**src/rtl/fpu_types_pkg.sv**
```systemverilog
`default_nettype none
// ============================================================================
// Package     : fpu_types_pkg
// Description : Shared types and constants for the iterative binary32
//               multiplier: operand layout, bias, canonical NaN, FSM states
//               and special-operand classification.
// Revision    : 1.0 - initial release
// ============================================================================
package fpu_types_pkg;

  typedef struct packed {
    logic        sign;
    logic [7:0]  exp;
    logic [22:0] man;
  } fp32_t;

  localparam int          EXP_BIAS  = 127;
  localparam logic [7:0]  EXP_MAX   = 8'hFE;
  localparam logic [31:0] CANON_NAN = 32'h7FC00000;

  typedef enum logic [1:0] {
    IDLE = 2'd0,
    MUL  = 2'd1,
    NORM = 2'd2,
    DONE = 2'd3
  } state_e;

  // Early-out classes, already resolved in priority order at start time.
  typedef enum logic [1:0] {
    SP_NONE = 2'd0,
    SP_NAN  = 2'd1,
    SP_INF  = 2'd2,
    SP_ZERO = 2'd3
  } special_e;

  // Zero and subnormal inputs are flushed, so exp==0 counts as zero here
  // (inf times a subnormal therefore produces the canonical NaN).
  function automatic special_e classify(input fp32_t a, input fp32_t b);
    logic a_nan, b_nan, a_inf, b_inf, a_zero, b_zero;
    a_nan  = (a.exp == 8'hFF) && (a.man != 23'd0);
    b_nan  = (b.exp == 8'hFF) && (b.man != 23'd0);
    a_inf  = (a.exp == 8'hFF) && (a.man == 23'd0);
    b_inf  = (b.exp == 8'hFF) && (b.man == 23'd0);
    a_zero = (a.exp == 8'h00);
    b_zero = (b.exp == 8'h00);
    if (a_nan || b_nan || (a_inf && b_zero) || (b_inf && a_zero)) begin
      return SP_NAN;
    end else if (a_inf || b_inf) begin
      return SP_INF;
    end else if (a_zero || b_zero) begin
      return SP_ZERO;
    end else begin
      return SP_NONE;
    end
  endfunction

endpackage : fpu_types_pkg
`default_nettype wire

```
**src/rtl/fp_mul_normalize.sv**
```systemverilog
`default_nettype none
// ============================================================================
// Module      : fp_mul_normalize
// Description : Combinational normalisation of the 48-bit significand
//               product into {sign, exp, mantissa, guard, sticky}, with the
//               special-operand and exponent-range cases applied on top.
//               The {nv, of, uf} output exists only when FP_MUL_FLAGS_EN
//               is defined.
// Revision    : 1.0 - initial release
// ============================================================================
module fp_mul_normalize
  import fpu_types_pkg::*;
(
  input  logic               [47:0] acc,
  input  logic signed        [9:0]  esum,
  input  logic                      sign_in,
  input  special_e                  special,
  output logic                      sign_out,
  output logic               [7:0]  exp_out,
  output logic               [24:0] frac_out
`ifdef FP_MUL_FLAGS_EN
  ,
  output logic               [2:0]  flags_out
`endif
);

  logic signed [9:0] e_adj;
  logic [22:0]       mant;
  logic              guard;
  logic              sticky;
  logic              e_over;
  logic              e_under;

  // Pick the mantissa window depending on whether the product carried into bit 47.
  always_comb begin
    if (acc[47]) begin
      mant   = acc[46:24];
      guard  = acc[23];
      sticky = |acc[22:0];
      e_adj  = esum + 10'sd1;
    end else begin
      mant   = acc[45:23];
      guard  = acc[22];
      sticky = |acc[21:0];
      e_adj  = esum;
    end
    e_over  = (e_adj > $signed({2'b00, EXP_MAX}));
    e_under = (e_adj < 10'sd1);
  end

  // Apply the boundary cases in priority order; specials win over range checks.
  always_comb begin
    sign_out = sign_in;
    exp_out  = 8'h00;
    frac_out = 25'd0;
    case (special)
      SP_NAN: begin
        sign_out = 1'b0;
        exp_out  = 8'hFF;
        frac_out = {CANON_NAN[22:0], 2'b00};
      end
      SP_INF: begin
        exp_out = 8'hFF;
      end
      SP_ZERO: begin
        exp_out = 8'h00;
      end
      default: begin
        if (e_over) begin
          exp_out = 8'hFF;
        end else if (e_under) begin
          exp_out = 8'h00;
        end else begin
          exp_out  = e_adj[7:0];
          frac_out = {mant, guard, sticky};
        end
      end
    endcase
  end

`ifdef FP_MUL_FLAGS_EN
  // Exception flags {nv, of, uf}; range flags only apply to finite products.
  always_comb begin
    flags_out    = 3'b000;
    flags_out[2] = (special == SP_NAN);
    flags_out[1] = (special == SP_NONE) && e_over;
    flags_out[0] = (special == SP_NONE) && !e_over && e_under;
  end
`endif

endmodule : fp_mul_normalize
`default_nettype wire

```
**src/rtl/fp_mul_iter.sv**
```systemverilog
`default_nettype none
// ============================================================================
// Module      : fp_mul_iter
// Description : Multi-cycle binary32 multiplier core feeding the FPU rounder.
//               Shift-add significand product, MUL_BITS_PER_CYCLE multiplier
//               bits per cycle, then normalisation to {sign, exp, frac}.
//               Optional feature macro: FP_MUL_FLAGS_EN adds the {nv,of,uf}
//               flags port.
// Revision    : 1.0 - initial release
// ============================================================================
module fp_mul_iter
  import fpu_types_pkg::*;
#(
  parameter int MUL_BITS_PER_CYCLE = 1
) (
  input  logic        CLK,
  input  logic        nRST,
  input  logic        start,
  input  logic [31:0] op_a,
  input  logic [31:0] op_b,
  output logic        busy,
  output logic        out_valid,
  input  logic        out_ready,
  output logic        sign_out,
  output logic [7:0]  exp_out,
  output logic [24:0] frac_out
`ifdef FP_MUL_FLAGS_EN
  ,
  output logic [2:0]  flags
`endif
);

  localparam int              ITER     = 24 / MUL_BITS_PER_CYCLE;
  localparam int              CNT_W    = $clog2(ITER) + 1;
  localparam logic [CNT_W-1:0] CNT_LAST = CNT_W'(ITER - 1);

  fp32_t    a_in;
  fp32_t    b_in;
  special_e spec_in;

  state_e            state_q,    state_d;
  logic [23:0]       ma_q,       ma_d;
  logic [23:0]       mb_q,       mb_d;
  logic [47:0]       acc_q,      acc_d;
  logic [CNT_W-1:0]  cnt_q,      cnt_d;
  logic signed [9:0] esum_q,     esum_d;
  logic              sign_q,     sign_d;
  special_e          spec_q,     spec_d;
  logic              res_sign_q, res_sign_d;
  logic [7:0]        res_exp_q,  res_exp_d;
  logic [24:0]       res_frac_q, res_frac_d;

  logic [47:0]       pp;
  logic              n_sign;
  logic [7:0]        n_exp;
  logic [24:0]       n_frac;

`ifdef FP_MUL_FLAGS_EN
  logic [2:0]        flags_q, flags_d;
  logic [2:0]        n_flags;
`endif

  assign a_in    = op_a;
  assign b_in    = op_b;
  assign spec_in = classify(a_in, b_in);

  // Partial product of the multiplicand and the next low-order multiplier chunk.
  assign pp = 48'(ma_q) * 48'(mb_q[MUL_BITS_PER_CYCLE-1:0]);

  fp_mul_normalize u_norm (
    .acc       (acc_q),
    .esum      (esum_q),
    .sign_in   (sign_q),
    .special   (spec_q),
    .sign_out  (n_sign),
    .exp_out   (n_exp),
    .frac_out  (n_frac)
`ifdef FP_MUL_FLAGS_EN
    ,
    .flags_out (n_flags)
`endif
  );

  // Next-state and datapath update for the IDLE/MUL/NORM/DONE sequence.
  always_comb begin
    state_d    = state_q;
    ma_d       = ma_q;
    mb_d       = mb_q;
    acc_d      = acc_q;
    cnt_d      = cnt_q;
    esum_d     = esum_q;
    sign_d     = sign_q;
    spec_d     = spec_q;
    res_sign_d = res_sign_q;
    res_exp_d  = res_exp_q;
    res_frac_d = res_frac_q;
`ifdef FP_MUL_FLAGS_EN
    flags_d    = flags_q;
`endif
    case (state_q)
      IDLE: begin
        if (start) begin
          ma_d    = {1'b1, a_in.man};
          mb_d    = {1'b1, b_in.man};
          acc_d   = 48'd0;
          cnt_d   = '0;
          esum_d  = $signed({2'b00, a_in.exp}) + $signed({2'b00, b_in.exp})
                    - 10'(EXP_BIAS);
          sign_d  = a_in.sign ^ b_in.sign;
          spec_d  = spec_in;
          state_d = (spec_in == SP_NONE) ? MUL : NORM;
        end
      end
      MUL: begin
        // acc holds the running product pre-shifted so that after the last
        // chunk it is exactly the 48-bit significand product.
        acc_d = (acc_q >> MUL_BITS_PER_CYCLE) + (pp << (24 - MUL_BITS_PER_CYCLE));
        mb_d  = mb_q >> MUL_BITS_PER_CYCLE;
        cnt_d = cnt_q + CNT_W'(1);
        if (cnt_q == CNT_LAST) begin
          state_d = NORM;
        end
      end
      NORM: begin
        res_sign_d = n_sign;
        res_exp_d  = n_exp;
        res_frac_d = n_frac;
`ifdef FP_MUL_FLAGS_EN
        flags_d    = n_flags;
`endif
        state_d    = DONE;
      end
      DONE: begin
        if (out_ready) begin
          state_d = IDLE;
        end
      end
      default: begin
        state_d = IDLE;
      end
    endcase
  end

  // State and datapath registers; reset abandons any operation in flight.
  always_ff @(posedge CLK or negedge nRST) begin
    if (!nRST) begin
      state_q    <= IDLE;
      ma_q       <= 24'd0;
      mb_q       <= 24'd0;
      acc_q      <= 48'd0;
      cnt_q      <= '0;
      esum_q     <= 10'sd0;
      sign_q     <= 1'b0;
      spec_q     <= SP_NONE;
      res_sign_q <= 1'b0;
      res_exp_q  <= 8'h00;
      res_frac_q <= 25'd0;
`ifdef FP_MUL_FLAGS_EN
      flags_q    <= 3'b000;
`endif
    end else begin
      state_q    <= state_d;
      ma_q       <= ma_d;
      mb_q       <= mb_d;
      acc_q      <= acc_d;
      cnt_q      <= cnt_d;
      esum_q     <= esum_d;
      sign_q     <= sign_d;
      spec_q     <= spec_d;
      res_sign_q <= res_sign_d;
      res_exp_q  <= res_exp_d;
      res_frac_q <= res_frac_d;
`ifdef FP_MUL_FLAGS_EN
      flags_q    <= flags_d;
`endif
    end
  end

  assign busy      = (state_q != IDLE);
  assign out_valid = (state_q == DONE);
  assign sign_out  = res_sign_q;
  assign exp_out   = res_exp_q;
  assign frac_out  = res_frac_q;
`ifdef FP_MUL_FLAGS_EN
  assign flags     = flags_q;
`endif

endmodule : fp_mul_iter
`default_nettype wire

```
**config.mk**
```make
export PLATFORM = sky130hd
export DESIGN_NAME = fp_mul_iter
export DESIGN_NICKNAME = d
export VERILOG_FILES = /design/src/rtl/fpu_types_pkg.sv /design/src/rtl/fp_mul_normalize.sv /design/src/rtl/fp_mul_iter.sv
export SDC_FILE = /design/constraint.sdc
export NUM_CORES = 1
export LEC_CHECK = 0
export ABC_AREA = 1
export CAP_MARGIN = 10
export CORE_UTILIZATION = 40
export CTS_BUF_LIST = sky130_fd_sc_hd__clkbuf_8
export CTS_CLUSTER_SIZE = 14
export DETAILED_ROUTE_END_ITERATION = 10
export GPL_TIMING_DRIVEN = 1
export PLACE_DENSITY_LB_ADDON = 0.15
export SLEW_MARGIN = 40
export SYNTH_ARGS = -nofsm -noshare
export SYNTH_HDL_FRONTEND = slang
export SYNTH_HIERARCHICAL = 1
export SYNTH_SLANG_ARGS = --single-unit
```
**constraint.sdc**
```tcl
create_clock -name CLK -period 4.27 [get_ports CLK]
set_input_delay 0.427 -clock CLK [delete_from_list [all_inputs] [get_ports CLK]]
set_output_delay 0.427 -clock CLK [all_outputs]
set_load 0.005 [all_outputs]
```
==> results of run 1 <==
## sequential cells by signal (all words and copies together), names as in the netlist, 2 cells and up
| signal | cells |
|---|---|
| cnt_q | 6 |
| exp_out | 8 |
| spec_q | 2 |
| state_q | 2 |
| acc_q | 48 |
| mb_q | 24 |
| ma_q | 24 |
| frac_out | 25 |
| esum_q | 10 |
## area by class of cell
| cell class | instances | area (sq um) |
|---|---|---|
| Timing Repair Buffer | 114 | 1120 |
| Fill cell | 2428 | 12300 |
| Inverter | 136 | 512 |
| Clock buffer | 18 | 248 |
| Tap cell | 319 | 399 |
| Sequential cell | 151 | 3780 |
| Multi-Input combinational cell | 1018 | 4940 |
| Clock inverter | 14 | 139 |
## worst paths after layout
kind	cells past startpoint	endpoint	slack [ns]	start
worst max register to register	10	cnt_q[4]$_DFFE_PN0P_	1.43	state_q[1]$_DFFE_PN0P_
worst max-delay path	10	cnt_q[4]$_DFFE_PN0P_	1.43	state_q[1]$_DFFE_PN0P_
min in group CLK	2	frac_out[18]$_DFFE_PN0P_	0.47	frac_out[18]$_DFFE_PN0P_
worst min register to register	2	frac_out[18]$_DFFE_PN0P_	0.47	frac_out[18]$_DFFE_PN0P_
worst min-delay path	1	frac_out[2]$_DFFE_PN0P_	-0.004	nRST
max in group asynchronous	2	ma_q[10]$_DFFE_PN0P_	3.30	nRST
## critical path: stages (launching register included)
cell and delay, ns:
dfrtp_1 0.42, inv_1 0.09, ha_1 0.15, buf_4 0.27, inv_2 0.25, o21ai_4 0.62
inv_2 0.43, nor2_2 0.19, nand2_1 0.08, a21oi_1 0.13, o21a_1 0.13
## power by group through the flow
stage | logic, mW | registers, mW | clock network (mW)
floorplan | 2.92 | 2.35 | 0
global placement | 3.93 | 2.48 | 0
detailed placement | 3.96 | 2.49 | 0
CTS | 3.98 | 2.46 | 1.13
global route | 4.54 | 2.53 | 1.18
finish | 3.96 | 2.46 | 1.09
## per-layer routing
layer,track usage,routed length (um)
met1,0.292,12100
met4,0.0560,350
met5,0,0
met3,0.0503,1280
met2,0.314,10500
## Yosys cell counts, types with 7 or more instances
master / instances
dfrtp_1: 151
inv_2: 9
buf_2: 18
ha_1: 48
nand4_1: 33
nand2_1: 506
nor2_2: 7
a31oi_1: 26
nand3_1: 42
o22ai_1: 23
o21ai_0: 32
nor4_1: 7
inv_1: 125
nand2_2: 9
a21oi_1: 71
nor2_1: 154
o21ai_1: 14
clkbuf_1: 19
## cell usage in the layout (no fill, tap or decap), types with 9 or more instances in the layout
cell and instances:
inv_1 125, o21ai_1 14, o21ai_0 32, buf_4 11, dfrtp_1 151, inv_2 9, nand2_1 506, ha_1 48
nor2_1 154, clkdlybuf4s50_1 102, o22ai_1 23, nand4_1 33, clkbuf_8 19, a31oi_1 26, a21oi_1 71, nand3_1 42
nand2_2 9
## cells by family after synthesis
group / synth area share
simple gates: 0.339
buf+inv: 0.0830
compound gates: 0.104
flops: 0.398
fa+ha+maj: 0.0674
xor+xnor: 0.00909
==> run_results.csv, run 1 <==
group,metric,value,unit
clocking,htreeDepth,4,
die,die_x,156,um
status,status,"finished, violations left",
detailed_routing,vias,8665,
cells_and_area,area_growth,17.2,%
die,die_area,0.0244,sq mm
synthesis,syn-num-nets,1475,
power_and_ir_drop,power_frac_seq,0.328,
worst_setup_path,endpoint_kind,"register",
timing,finalSetupViolations,0,
timing,finalWorstPathRequiredPeriod,2.84,ns
status,violations,"negative hold slack",
synthesis,ys_ff_latch,151,
synthesis,synth_largest_area_cell,"dfrtp_1",
timing,holdWs,-0.00392,ns
cells_and_area,n_antenna_cell,0,
detailed_routing,routed_wl,24200,um
clocking,cts_tree,"yes",
worst_setup_path,arrival,3.24,ns
die,coreArea,0.0234,sq mm
timing,setup_tns,0,ns
grt,grt_max_degree,91,
synthesis,synth-edff-count,0,
job,maxCapViolations,0,
worst_setup_path,path_class,"reg -> reg",
clocking,clock_path_buffers,2,
grt,grt_pass1_vias,7893,
placement,place_area,0.0107,sq mm
grt,grt_usage,0.207,
clocking,cts_hold_buf,0,
timing,rsz0062_at_grt,"false",
detailed_routing,drtIter0Drc,491,
clocking,clkSinkCount,151,
timing,fin_worst_skew,0.0153,ns
synthesis,yosys-top-cells-area,"dfrtp_1, nand2_1, ha_1, nor2_1, inv_1",
clocking,cts_resized,0,
placement,gp_congestion,0.916,
timing,timing.fmax,352,MHz
clocking,clkSlewWorstSetupHoldPaths,0.09,ns
synthesis,synth_ff_type,"dfrtp_1",
placement,place_ws,1.43,ns
placement,dp_hpwl,18500,um
worst_setup_path,path_max_fanout,30,
cells_and_area,nNetsFinal,1556,
clocking,cts_made_buffers,17,
grt,grt_pass1_wl,39900,um
power_and_ir_drop,clkPwrFrac,0.145,
hold_path,hp-class,"in -> async",
clocking,insertion_delay,0.46,ns
detailed_routing,viasPerCell,4.90,
power_and_ir_drop,p_switching,3.53,mW
cells_and_area,drive_gt1_frac,0.0579,
synthesis,ys_types,47,
worst_setup_path,critPathRequiredTime,4.67,ns
synthesis,yosys.area.top_type_share,0.398,
grt,overflow,0,
synthesis,syn_area,0.00950,sq mm
power_and_ir_drop,p_int,3.98,mW
cells_and_area,final_util,0.476,
timing,relSlewSlack,0.509,
grt,antenna_found_initial,0,
detailed_routing,drc_errors,0,
detailed_routing,antenna_left,0,
timing,final_max_slew_viol_count,0,
detailed_routing,firstDrtPassIters,5,
synthesis,synth_cells,1357,
timing,min_period_over_period,0.665,
die,die_h,156,um
detailed_routing,wl_per_cell,13.7,um
synthesis,ys_warn_count,6,
die,initial_core_util,0.406,
power_and_ir_drop,total_power,7.51,mW
timing,worst_pin_slew,0.736,ns
cells_and_area,final_cells,1770,
synthesis,synth_area_per_cell,7.00,sq um
synthesis,synthArstFlopShare,1.00,
clocking,cts-root-buf,"clkbuf_8",
worst_setup_path,crit_path_start_kind,"register",
die,pin_count,104,
synthesis,seq_area_frac_synth,0.398,
clocking,postCtsSetupRepairBufs,0,
power_and_ir_drop,power_density,675,mW/mm^2
die,rows,56,
power_and_ir_drop,vdd_drop_max,0.000314,V
power_and_ir_drop,p_leak,5.60,nW
power_and_ir_drop,pwr-share-comb,0.527,
cells_and_area,final_cell_area,0.0111,sq mm
placement,port-buffer-count,103,
placement,place_inst,1738,
timing,timing.final.ws_setup,1.43,ns
power_and_ir_drop,swShare,0.470,
timing,finalHoldViolations,1,
No activity file was read; power rests on OpenSTA's default activity.
==> inputs of run 2 (changes only) <==
- clock period: 4.27 -> 2.6 ns (I/O delays scaled with it)
==> run_results.csv, run 2 (synthesized netlist as in run 1, its figures left out) <==
group,metric,value,unit
placement,gp_congestion,0.906,
timing,finalSetupViolations,0,
detailed_routing,firstDrtPassIters,5,
timing,finalHoldViolations,0,
timing,fin_worst_skew,0.0147,ns
worst_setup_path,path_max_fanout,5,
hold_path,hp-class,"in -> async",
worst_setup_path,critPathRequiredTime,2.96,ns
clocking,clkSlewWorstSetupHoldPaths,0.09,ns
job,maxCapViolations,0,
cells_and_area,largest_register,"acc_q",
timing,relSlewSlack,0.589,
timing,finalWorstPathRequiredPeriod,2.34,ns
die,die_area,0.0244,sq mm
worst_setup_path,crit_path_start_kind,"register",
grt,grt_usage,0.208,
cells_and_area,n_antenna_cell,0,
cells_and_area,nNetsFinal,1567,
detailed_routing,wl_per_cell,13.4,um
clocking,clkSinkCount,151,
worst_setup_path,path_class,"reg -> reg",
timing,worst_pin_slew,0.616,ns
grt,antenna_found_initial,0,
placement,place_inst,1748,
die,die_x,156,um
timing,rsz0062_at_grt,"false",
cells_and_area,largest_reg_flops,48,
cells_and_area,regArea,0.00378,sq mm
grt,grt_pass1_vias,8009,
detailed_routing,routed_wl,23900,um
clocking,cts-root-buf,"clkbuf_8",
grt,grt_pass1_wl,40000,um
placement,place_ws,0.0872,ns
grt,grt_max_degree,64,
detailed_routing,viasPerCell,4.86,
worst_setup_path,r2r_end,"acc_q[41]$_DFFE_PN0P_",
cells_and_area,multi_input_area,0.00494,sq mm
timing,holdWs,0.347,ns
power_and_ir_drop,p_leak,5.67,nW
clocking,cts_made_buffers,17,
clocking,htreeDepth,4,
die,rows,56,
status,status,"finished clean",
placement,port-buffer-count,103,
cells_and_area,num-fill-cells,2469,
timing,final_max_slew_viol_count,0,
cells_and_area,mostFrequentLayoutCell,"nand2_1",
cells_and_area,final_util,0.480,
die,die_h,156,um
worst_setup_path,worstReg2RegStart,"mb_q[0]$_DFFE_PN0P_",
cells_and_area,drive_gt1_frac,0.0629,
detailed_routing,drtIter0Drc,458,
worst_setup_path,endpoint_kind,"register",
power_and_ir_drop,power_density,1100,mW/mm^2
detailed_routing,drc_errors,0,
cells_and_area,area_growth,18.3,%
detailed_routing,vias,8656,
worst_setup_path,ff2ff_path_depth,16,
die,initial_core_util,0.406,
placement,dp_hpwl,18300,um
clocking,postCtsSetupRepairBufs,0,
cells_and_area,layout_common_cells,"nand2_1, nor2_1, dfrtp_1",
die,pin_count,104,
timing,min_period_over_period,0.898,
clocking,clock_path_buffers,2,
clocking,cts_tree,"yes",
timing,setup_tns,0,ns
power_and_ir_drop,vdd_drop_max,0.000430,V
worst_setup_path,arrival,2.69,ns
detailed_routing,antenna_left,0,
timing,timing.final.ws_setup,0.265,ns
worst_setup_path,rrSetupSlack,0.26,ns
cells_and_area,final_cells,1781,
grt,overflow,0,
die,coreArea,0.0234,sq mm
timing,timing.fmax,428,MHz
clocking,insertion_delay,0.47,ns
[run 2: what timing repair did]
action / CTS / global route
endpoints found under the hold margin: 59 / 0
resized for setup: 0 / 0
hold buffers: 1 / 0
[run 2: worst max-delay path by stage]
stage	start	to	slack [ns]	cells past startpoint
floorplan	mb_q[0]$_DFFE_PN0P_	acc_q[41]$_DFFE_PN0P_	0.19	18
global placement	op_a[24]	esum_q[7]$_DFFE_PN0P_	0.11	11
detailed placement	op_a[24]	esum_q[7]$_DFFE_PN0P_	0.09	11
CTS	mb_q[0]$_DFFE_PN0P_	acc_q[41]$_DFFE_PN0P_	0.26	16
global route	acc_q[47]$_DFFE_PN0P_	frac_out[18]$_DFFE_PN0P_	0.03	9
finish	mb_q[0]$_DFFE_PN0P_	acc_q[41]$_DFFE_PN0P_	0.26	16
[run 2: layer usage]
layer | track usage | up-vias | wire length [um]
met3 | 0.0397 | 21 | 1070
met1 | 0.296 | 3931 | 12200
met2 | 0.317 | 172 | 10300
met5 | 0 | - | 0
li1 | - | 4532 | -
met4 | 0.0630 | 0 | 371
[run 2: worst max-delay path: stages (launching register included)]
cell	delay, ns
dfrtp_1	0.40
nand2_1	0.06
inv_1	0.08
ha_1	0.17
inv_1	0.08
fa_1	0.40
nand3b_1	0.20
nand2_2	0.12
nand2_1	0.07
nand2_2	0.12
nand2_1	0.07
nand2_1	0.11
nand2_1	0.10
nand2_1	0.07
nand2_1	0.05
nand3_1	0.06
nand2_1	0.05
[run 2: per-stage QoR]
step,total power [mW],instance area (sq um)
6_report,12.3,11200
2_1_floorplan,8.65,9500
3_5_place_dp,10.6,10800
4_1_cts,12.5,11200
5_1_grt,13.7,11200
3_3_place_gp,10.5,10800
[run 2: cell type report]
type | count | area share
repair buffers | 125 | 0.108
clock inverters | 12 | 0.0105
clock buffers | 20 | 0.0245
inverters | 136 | 0.0454
well taps | 319 | 0.0355
flip-flops and latches | 151 | 0.336
multi-input cells | 1018 | 0.440
[run 2: power breakdown]
group	switching, mW	internal, mW	leakage, nW
registers	0.729	3.31	1.92
logic	3.98	2.49	3.56
clock network	0.994	0.844	0.194
==> inputs of run 3 (changes only) <==
- CAP_MARGIN: 10 -> default
==> results of run 3 <==
The final DEF is identical to that of run 2; final timing and power are the same.
